## src/rtl/call_return_seq.sv

```systemverilog
// call_return_seq: PC sequencer for the uPC core. Decodes NEXT/JUMP/CALL/RET
// into return-address stack push/pop pulses and reloads the PC from the
// stack's async top entry one edge after a RET pop.
// All state updates on the falling edge of nclk, in step with the stack.
// Optional: CALLSTACK_GUARD_EN enables full/empty guarding and sticky ovf/unf;
// without it the stack wraps silently and ovf/unf read 0.
module call_return_seq #(
  parameter int             AW       = 8,
  parameter int             DEPTH    = 16,
  parameter logic [AW-1:0]  RESET_PC = '0
) (
  input  logic          nclk,
  input  logic          nreset,
  input  logic          enable,
  input  logic [1:0]    op,
  input  logic [AW-1:0] target,
  input  logic [AW-1:0] stk_data,
  output logic          stk_push,
  output logic          stk_pop,
  output logic [AW-1:0] stk_wdata,
  output logic [AW-1:0] pc,
  output logic          busy,
  output logic [4:0]    depth,
  output logic          ovf,
  output logic          unf
);

  localparam logic [1:0] OP_NEXT = 2'b00;
  localparam logic [1:0] OP_JUMP = 2'b01;
  localparam logic [1:0] OP_CALL = 2'b10;
  localparam logic [1:0] OP_RET  = 2'b11;
  localparam logic [4:0] DMAX    = 5'(DEPTH);

  typedef enum logic {RUN = 1'b0, RET_WAIT = 1'b1} state_e;

  state_e        state, state_nxt;
  logic [AW-1:0] pc_nxt, pc_inc;
  logic [4:0]    depth_nxt, depth_up, depth_dn;
  logic          accept, full, empty;

  assign pc_inc    = pc + 1'b1;
  assign stk_wdata = pc_inc;
  assign accept    = (state == RUN) && enable;

  // Depth steps modulo DEPTH+1; with guarding on the wrap points are never reached.
  assign depth_up = (depth == DMAX)  ? 5'd0 : depth + 5'd1;
  assign depth_dn = (depth == 5'd0)  ? DMAX : depth - 5'd1;

`ifdef CALLSTACK_GUARD_EN
  assign full  = (depth == DMAX);
  assign empty = (depth == 5'd0);
`else
  assign full  = 1'b0;
  assign empty = 1'b0;
`endif

  // State register: pc, depth and FSM state on the falling edge.
  always_ff @(negedge nclk or negedge nreset) begin
    if (!nreset) begin
      state <= RUN;
      pc    <= RESET_PC;
      depth <= '0;
    end else begin
      state <= state_nxt;
      pc    <= pc_nxt;
      depth <= depth_nxt;
    end
  end

  // Next-state: RET_WAIT always loads the popped entry; RUN decodes the op.
  always_comb begin
    state_nxt = state;
    pc_nxt    = pc;
    depth_nxt = depth;
    if (state == RET_WAIT) begin
      pc_nxt    = stk_data;
      state_nxt = RUN;
    end else if (enable) begin
      case (op)
        OP_NEXT: pc_nxt = pc_inc;
        OP_JUMP: pc_nxt = target;
        OP_CALL: begin
          if (full) pc_nxt = pc_inc;
          else begin
            pc_nxt    = target;
            depth_nxt = depth_up;
          end
        end
        default: begin
          if (empty) pc_nxt = pc_inc;
          else begin
            depth_nxt = depth_dn;
            state_nxt = RET_WAIT;
          end
        end
      endcase
    end
  end

  // Outputs: push/pop are single-cycle decodes, forced low while in reset so
  // the un-reset stack never sees a stray pulse.
  always_comb begin
    stk_push = 1'b0;
    stk_pop  = 1'b0;
    busy     = (state == RET_WAIT);
    if (nreset && accept) begin
      stk_push = (op == OP_CALL) && !full;
      stk_pop  = (op == OP_RET)  && !empty;
    end
  end

`ifdef CALLSTACK_GUARD_EN
  // Sticky overflow/underflow flags, cleared only by reset.
  always_ff @(negedge nclk or negedge nreset) begin
    if (!nreset) begin
      ovf <= 1'b0;
      unf <= 1'b0;
    end else begin
      if (accept && op == OP_CALL && full)  ovf <= 1'b1;
      if (accept && op == OP_RET  && empty) unf <= 1'b1;
    end
  end
`else
  assign ovf = 1'b0;
  assign unf = 1'b0;
`endif

endmodule

```

## config.mk

```make
export PLATFORM = sky130hd
export DESIGN_NAME = call_return_seq
export DESIGN_NICKNAME = d
export VERILOG_FILES = /design/src/rtl/call_return_seq.sv
export SDC_FILE = /design/constraint.sdc
export NUM_CORES = 1
export LEC_CHECK = 0
export ABC_CLOCK_PERIOD_IN_PS = 4520
export CAP_MARGIN = 20
export CORE_AREA = 3 3 63 65
export CTS_CLUSTER_SIZE = 30
export DETAILED_ROUTE_END_ITERATION = 10
export DIE_AREA = 0 0 66 68
export DONT_BUFFER_PORTS = 1
export PLACE_DENSITY = 0.42
export SLEW_MARGIN = 20
export SYNTH_ARGS = -nofsm -noshare
export SYNTH_HDL_FRONTEND = slang
export SYNTH_SLANG_ARGS = --single-unit
```

## constraint.sdc

```tcl
create_clock -name nclk -period 4.52 [get_ports nclk]
set_input_delay 0.678 -clock nclk [delete_from_list [all_inputs] [get_ports nclk]]
set_output_delay 0.678 -clock nclk [all_outputs]
set_load 0.1 [all_outputs]
```

==> summary.txt, run 1 <==
Floorplanning
  • CORE AREA: 3390 sq um
  • Starting Density: 0.340
  • Die ar.: 4490 sq um
  • Number of I/O pins: 47
  • Row count: 21
  • Die Height: 68 microns
  • Die Wd: 66 microns

Power
  • Static leakage: 0.000742 uW
  • Max IR drop VDD: 0.465 mV
  • Total power: 1150 uW
  • Cell Pwr Density: 659 nW/um^2

GRT
  • First-pass GRT wire length: 5690 microns
  • Total congestion overflow: 0
  • Largest net degree at the start of global routing: 22
  • Vias in the first global route: 1173
  • Initial antenna violation count: 0
  • Total GRT Usage: 0.164

Place
  • Detailed Place HPWL: 2730 microns
  • Placed standard-cell area: 1600 sq um
  • PortBufs: 0
  • Dpl cells: 205
  • Gpl congestion: 0.778

Clocking
  • Root buffer cell: clkbuf_4
  • Sink Count: 14
  • Clk slew on worst S/H paths: 0.07 ns
  • Hold_buf cts: 0
  • TritonCTS clock tree: done
  • Clock Latency Late Sink: 0.29 ns
  • CTS buffer count: 3
  • Max H-tree Level: 1
  • Worst-case clock buffer depth: 2

Drt
  • Residual DRC: 0
  • Via count: 1149
  • First DRT Iteration DRCs: 74
  • Wirelength per Cell: 16.3 microns
  • Drt via density: 5.27
  • Antenna-violating nets left: 0
  • Drt pass-1 iters: 4
  • Final wirelength: 3540 microns

Final layout
  • Area Growth Syn to Fin: 51.3%
  • Most frequent cells in the layout: buf_4, dfrtn_1, nand3_1
  • Fin area: 1740 sq um
  • Ratio of cells with drive above 1 in the final layout: 0.384
  • Layout Cells excl Fill: 218
  • Diodes inserted: 0
  • Commonest non-fill, non-tap cell in the layout: buf_4
  • Fin nets: 203
  • Fin util: 0.514

Yosys
  • Post-synth ARST share: 1.00
  • Yosys reg bits: 14
  • Synth Area per Inst: 8.22 sq um
  • Ys flop type: dfrtn_1
  • Biggest area consumer among synthesized cells: dfrtn_1
  • Synth Instances: 140
  • Synth cell types: 42
  • Mapped Area: 1150 sq um
  • Ys Warns: 0
  • Top post-synthesis cells by area: dfrtn_1, ha_1, nand3_1
  • Post-synthesis sequential area ratio: 0.304
  • Post-synth EDFFs: 0
  • Synth top area share: 0.304

Run
  • Max-Cap Viols: 0

STA
  • Clk_skew: 0.0129 ns
  • RSZ-0062 raised after global routing: yes
  • Final Hold Viols: 0
  • Relative slew slack: 0.390
  • Max-slew violation count: 0
  • Setup violations, final: 5
  • Fin Setup TNS: -0.367 ns
  • Measured slew at the worst slew-check pin: 0.915 ns
  • Worst setup margin: -0.124 ns

Min path
  • Worst Hold Class: reg2reg

Critical path
  • CP startpoint kind: flop
  • Crit-path max FO: 3
  • Critical Path End Type: output port
  • Crit path DAT: 3.97 ns
  • CP Class: reg2out
  • Crit path required time: 3.84 ns

Run status
  • Status: complete, but fails checks
  • Failing checks: setup timing
## what timing repair did
action                     4_1_cts  5_1_grt
pin swaps                        5        3
resized for setup                8        0
setup buffers                    7        3
setup endpoints to repair        6        6
## layer usage
| metal | vias to the layer above | routed length (microns) | global-route usage |
|---|---|---|---|
| met5 | - | 0 | 0 |
| met4 | 0 | 15 | 0.0457 |
| met3 | 2 | 224 | 0.0394 |
| met2 | 31 | 1860 | 0.309 |
| met1 | 554 | 1450 | 0.185 |
| li1 | 562 | - | - |
## synthesized netlist by cell type (2+ instances only)
library cell and n:
nor3b_1 2, buf_4 2, o21ai_0 9, a31oi_1 2
nor3_1 2, nor2_1 11, buf_2 7, and3_1 4
nand3_1 15, xnor2_1 3, clkbuf_1 2, inv_1 6
ha_1 8, dfrtn_1 14, mux2_2 3, o21ai_1 2
nand2_1 10, a21oi_1 7, xor2_1 3, a221oi_1 3
or3_1 2, nor2b_1 2, o211ai_1 2
## through the flow
stage / setup slack, ns / hold slack (ns)
after floorplan: -0.705 / 0.915
after global placement: 0.0901 / 0.522
after detailed placement: 0.0671 / 0.546
after CTS: -0.111 / 0.581
after global routing: -0.150 / 0.620
final: -0.124 / 0.566
## layout make-up
cell class / instances / area, sq um
multi-input combinational: 110 / 922
timing repair buffer: 39 / 367
inverter: 6 / 22.5
sequential: 14 / 350
tap: 46 / 57.6
clock buffer: 3 / 22.5
fill: 311 / 1650
## sequential cells by signal (all words and copies together) (netlist names)
register  flops
pc            8
depth         5
busy          1
## power by group
| part | switching [uW] | leakage, uW | internal, uW |
|---|---|---|---|
| clock network | 42.7 | 0.0000138 | 30.9 |
| logic | 511 | 0.000557 | 243 |
| registers | 157 | 0.000172 | 162 |
## critical path: stages (launching register included)
cell and delay [ns]:
dfrtn_1 0.49, ha_4 0.18, nand3_4 0.09, xnor2_4 0.65
## cells by family (layout without fill, tap and decap cells)
family	Yosys count	in the layout	share of synthesized area
simple gates	56	56	0.262
compound gates	34	34	0.190
buf+inv	17	48	0.0696
flops	14	14	0.304
fa+ha+maj	8	8	0.0870
xor+xnor	6	6	0.0457
mux	4	4	0.0380
other cells	1	2	0.00326
## worst paths after layout
kind | to | cells after the start | start | slack (ns)
min in group asynchronous | pc[1] | 0 | nreset | 2.22
max in group asynchronous | depth[0] | 0 | nreset | 2.18
hold / removal | pc[6] | 3 | pc[5] | 0.57
setup reg to reg | depth[3] | 7 | depth[0] | 2.10
setup / recovery | stk_wdata[4] | 3 | pc[0] | -0.12
hold reg to reg | pc[6] | 3 | pc[5] | 0.57
No activity file was read; power rests on OpenSTA's default activity.
==> inputs of run 2 (changes only) <==
- DONT_BUFFER_PORTS: 1 -> not set
- PLACE_DENSITY: 0.42 -> 0.59
==> run 2 against run 1 <==
Net effect: the flow still finishes with violations (setup timing); largest cell class unchanged; total power grew 16%; design area grew 32%; non-clock buffer count grew 35; routed wire length grew 0.40%; worst hold slack lost 0.028 ns; highest routed layer unchanged; core utilization grew 17 points; clock skew shrank 0.0069 ns; critical endpoint is now stk_wdata[6]; first-iteration DRC count shrank 19%; sequential cell count is the same; register-to-register slack gained 0.62 ns.
==> summary.txt, run 2 (synthesis results as in run 1) <==
Final layout
  • Most frequent cells in the layout: buf_4, buf_12, clkdlybuf4s50_1 (was buf_4, dfrtn_1, nand3_1)
  • Largest register by flop count: pc (unchanged)
  • Fin util: 0.680 (was 0.514)
  • Commonest non-fill, non-tap cell in the layout: buf_4 (unchanged)
  • Max reg flops: 8 (unchanged)
  • Ratio of cells with drive above 1 in the final layout: 0.418 (was 0.384)
  • Fin nets: 238 (was 203)
  • Diodes inserted: 0 (unchanged)
  • Area Growth Syn to Fin: 100% (was 51.3%)

Drt
  • Wirelength per Cell: 14.0 microns (was 16.3 microns)
  • Via count: 1277 (was 1149)
  • Residual DRC: 0 (unchanged)
  • Drt via density: 5.03 (was 5.27)
  • First DRT Iteration DRCs: 60 (was 74)
  • Drt pass-1 iters: 4 (unchanged)
  • Antenna-violating nets left: 0 (unchanged)
  • Final wirelength: 3560 microns (was 3540 microns)

GRT
  • Largest net degree at the start of global routing: 22 (unchanged)
  • Total GRT Usage: 0.171 (was 0.164)
  • Total congestion overflow: 0 (unchanged)
  • Initial antenna violation count: 0 (unchanged)
  • Vias in the first global route: 1294 (was 1173)
  • First-pass GRT wire length: 6050 microns (was 5690 microns)

STA
  • Final hold slack: 0.538 ns (was 0.566 ns)
  • Final Hold Viols: 0 (unchanged)
  • Clk_skew: 0.00600 ns (was 0.0129 ns)
  • Setup violations, final: 4 (was 5)
  • Fin Setup TNS: -0.0360 ns (was -0.367 ns)
  • RSZ-0062 raised after global routing: yes (unchanged)
  • Worst setup margin: -0.0179 ns (was -0.124 ns)
  • Max-slew violation count: 0 (unchanged)

Critical path
  • Reg2Reg Setup Slack: 2.72 ns (was 2.10 ns)
  • Worst Reg2Reg Path Length in Cells: 6 (was 7)
  • Crit-path max FO: 4 (was 3)
  • Reg-to-Reg Start: depth[1] (was depth[0])
  • Crit path DAT: 3.86 ns (was 3.97 ns)
  • Critical Path End Type: output port (unchanged)
  • RR Endpoint: depth[3] (unchanged)
  • CP Class: reg2out (unchanged)
  • Crit path required time: 3.84 ns (about the same)
  • CP startpoint kind: flop (unchanged)

Power
  • Static leakage: 0.000987 uW (was 0.000742 uW)
  • Max IR drop VDD: 0.460 mV (was 0.465 mV)
  • Total power: 1330 uW (was 1150 uW)
  • Cell Pwr Density: 579 nW/um^2 (was 659 nW/um^2)

Clocking
  • Root buffer cell: clkbuf_4 (unchanged)
  • TritonCTS clock tree: done (unchanged)
  • CTS buffer count: 3 (unchanged)
  • Sink Count: 14 (unchanged)
  • Worst-case clock buffer depth: 2 (unchanged)
  • Clk slew on worst S/H paths: 0.07 ns (about the same)
  • Hold_buf cts: 0 (unchanged)
  • Max H-tree Level: 1 (unchanged)
  • Clock Latency Late Sink: 0.29 ns (about the same)

Min path
  • Worst Hold Depth: 1 (was 3)
  • WHS Endpoint: depth[3] (was pc[6])
  • Hold_sp: depth[3] (was pc[5])
  • Worst Hold Class: reg2reg (unchanged)

Place
  • PortBufs: 44 (was 0)
  • Gpl congestion: 0.855 (was 0.778)
  • Detailed Place HPWL: 2860 microns (was 2730 microns)

Floorplanning
  • Number of I/O pins: 47 (unchanged)
  • Die Height: 68 microns (unchanged)
  • Die Wd: 66 microns (unchanged)
  • CORE AREA: 3390 sq um (unchanged)
  • Row count: 21 (unchanged)
  • Starting Density: 0.340 (unchanged)
  • Die ar.: 4490 sq um (unchanged)

Run status
  • Failing checks: setup timing (unchanged)
  • Status: complete, but fails checks (unchanged)

Run
  • Max-Cap Viols: 0 (unchanged)
run 2: layout make-up:
cell class | instances | area, sq um
fill | 265 | 1080
timing repair buffer | 74 | 910
clock buffer | 4 | 36.3
sequential | 14 | 350
inverter | 6 | 22.5
multi-input combinational | 110 | 930
tap | 46 | 57.6
run 2: metal layers:
metal	share of wire	global-route usage	wire, microns	vias to the layer above
li1	-	-	-	640
met1	0.43	0.227	1520	589
met2	0.50	0.292	1790	46
met3	0.067	0.0411	238	2
met4	0.0039	0.0228	14	0
met5	0	0	0	-
run 2: through the flow:
stage / setup WS [ns] / area [sq um] / cells
after detailed placement: -0.372 / 2180 / 244
after global routing: -0.0753 / 2310 / 254
after global placement: -0.284 / 2180 / 244
after CTS: -0.0134 / 2240 / 249
final: -0.0179 / 2310 / 254
after floorplan: -0.705 / 1350 / 141
run 2: power by group:
| group | switching, uW | total [uW] | internal (uW) |
|---|---|---|---|
| registers | 79.7 | 244 | 164 |
| logic | 618 | 997 | 380 |
| clock network | 44.0 | 93.0 | 49.0 |
| total | 741 | 1330 | 593 |
run 2: worst max path at each step:
stage / startpoint / endpoint / depth (start not counted)
floorplan: pc[3] / stk_wdata[7] / 4
global placement: op[0] / depth[3] / 6
detailed placement: op[0] / pc[0] / 7
CTS: pc[0] / stk_wdata[4] / 4
global route: pc[0] / stk_wdata[6] / 5
finish: pc[0] / stk_wdata[6] / 5
run 2: timing repair:
action | CTS | global route
pin swaps | 5 | 7
setup endpoints to repair | 7 | 9
setup buffers | 1 | 5
gates resized for setup | 4 | 7
run 2: critical path: stages (launching register included):
cell	delay, ns
dfrtn_1	0.51
ha_4	0.20
nand2_4	0.06
nor2_4	0.17
xor2_4	0.17
buf_12	0.19
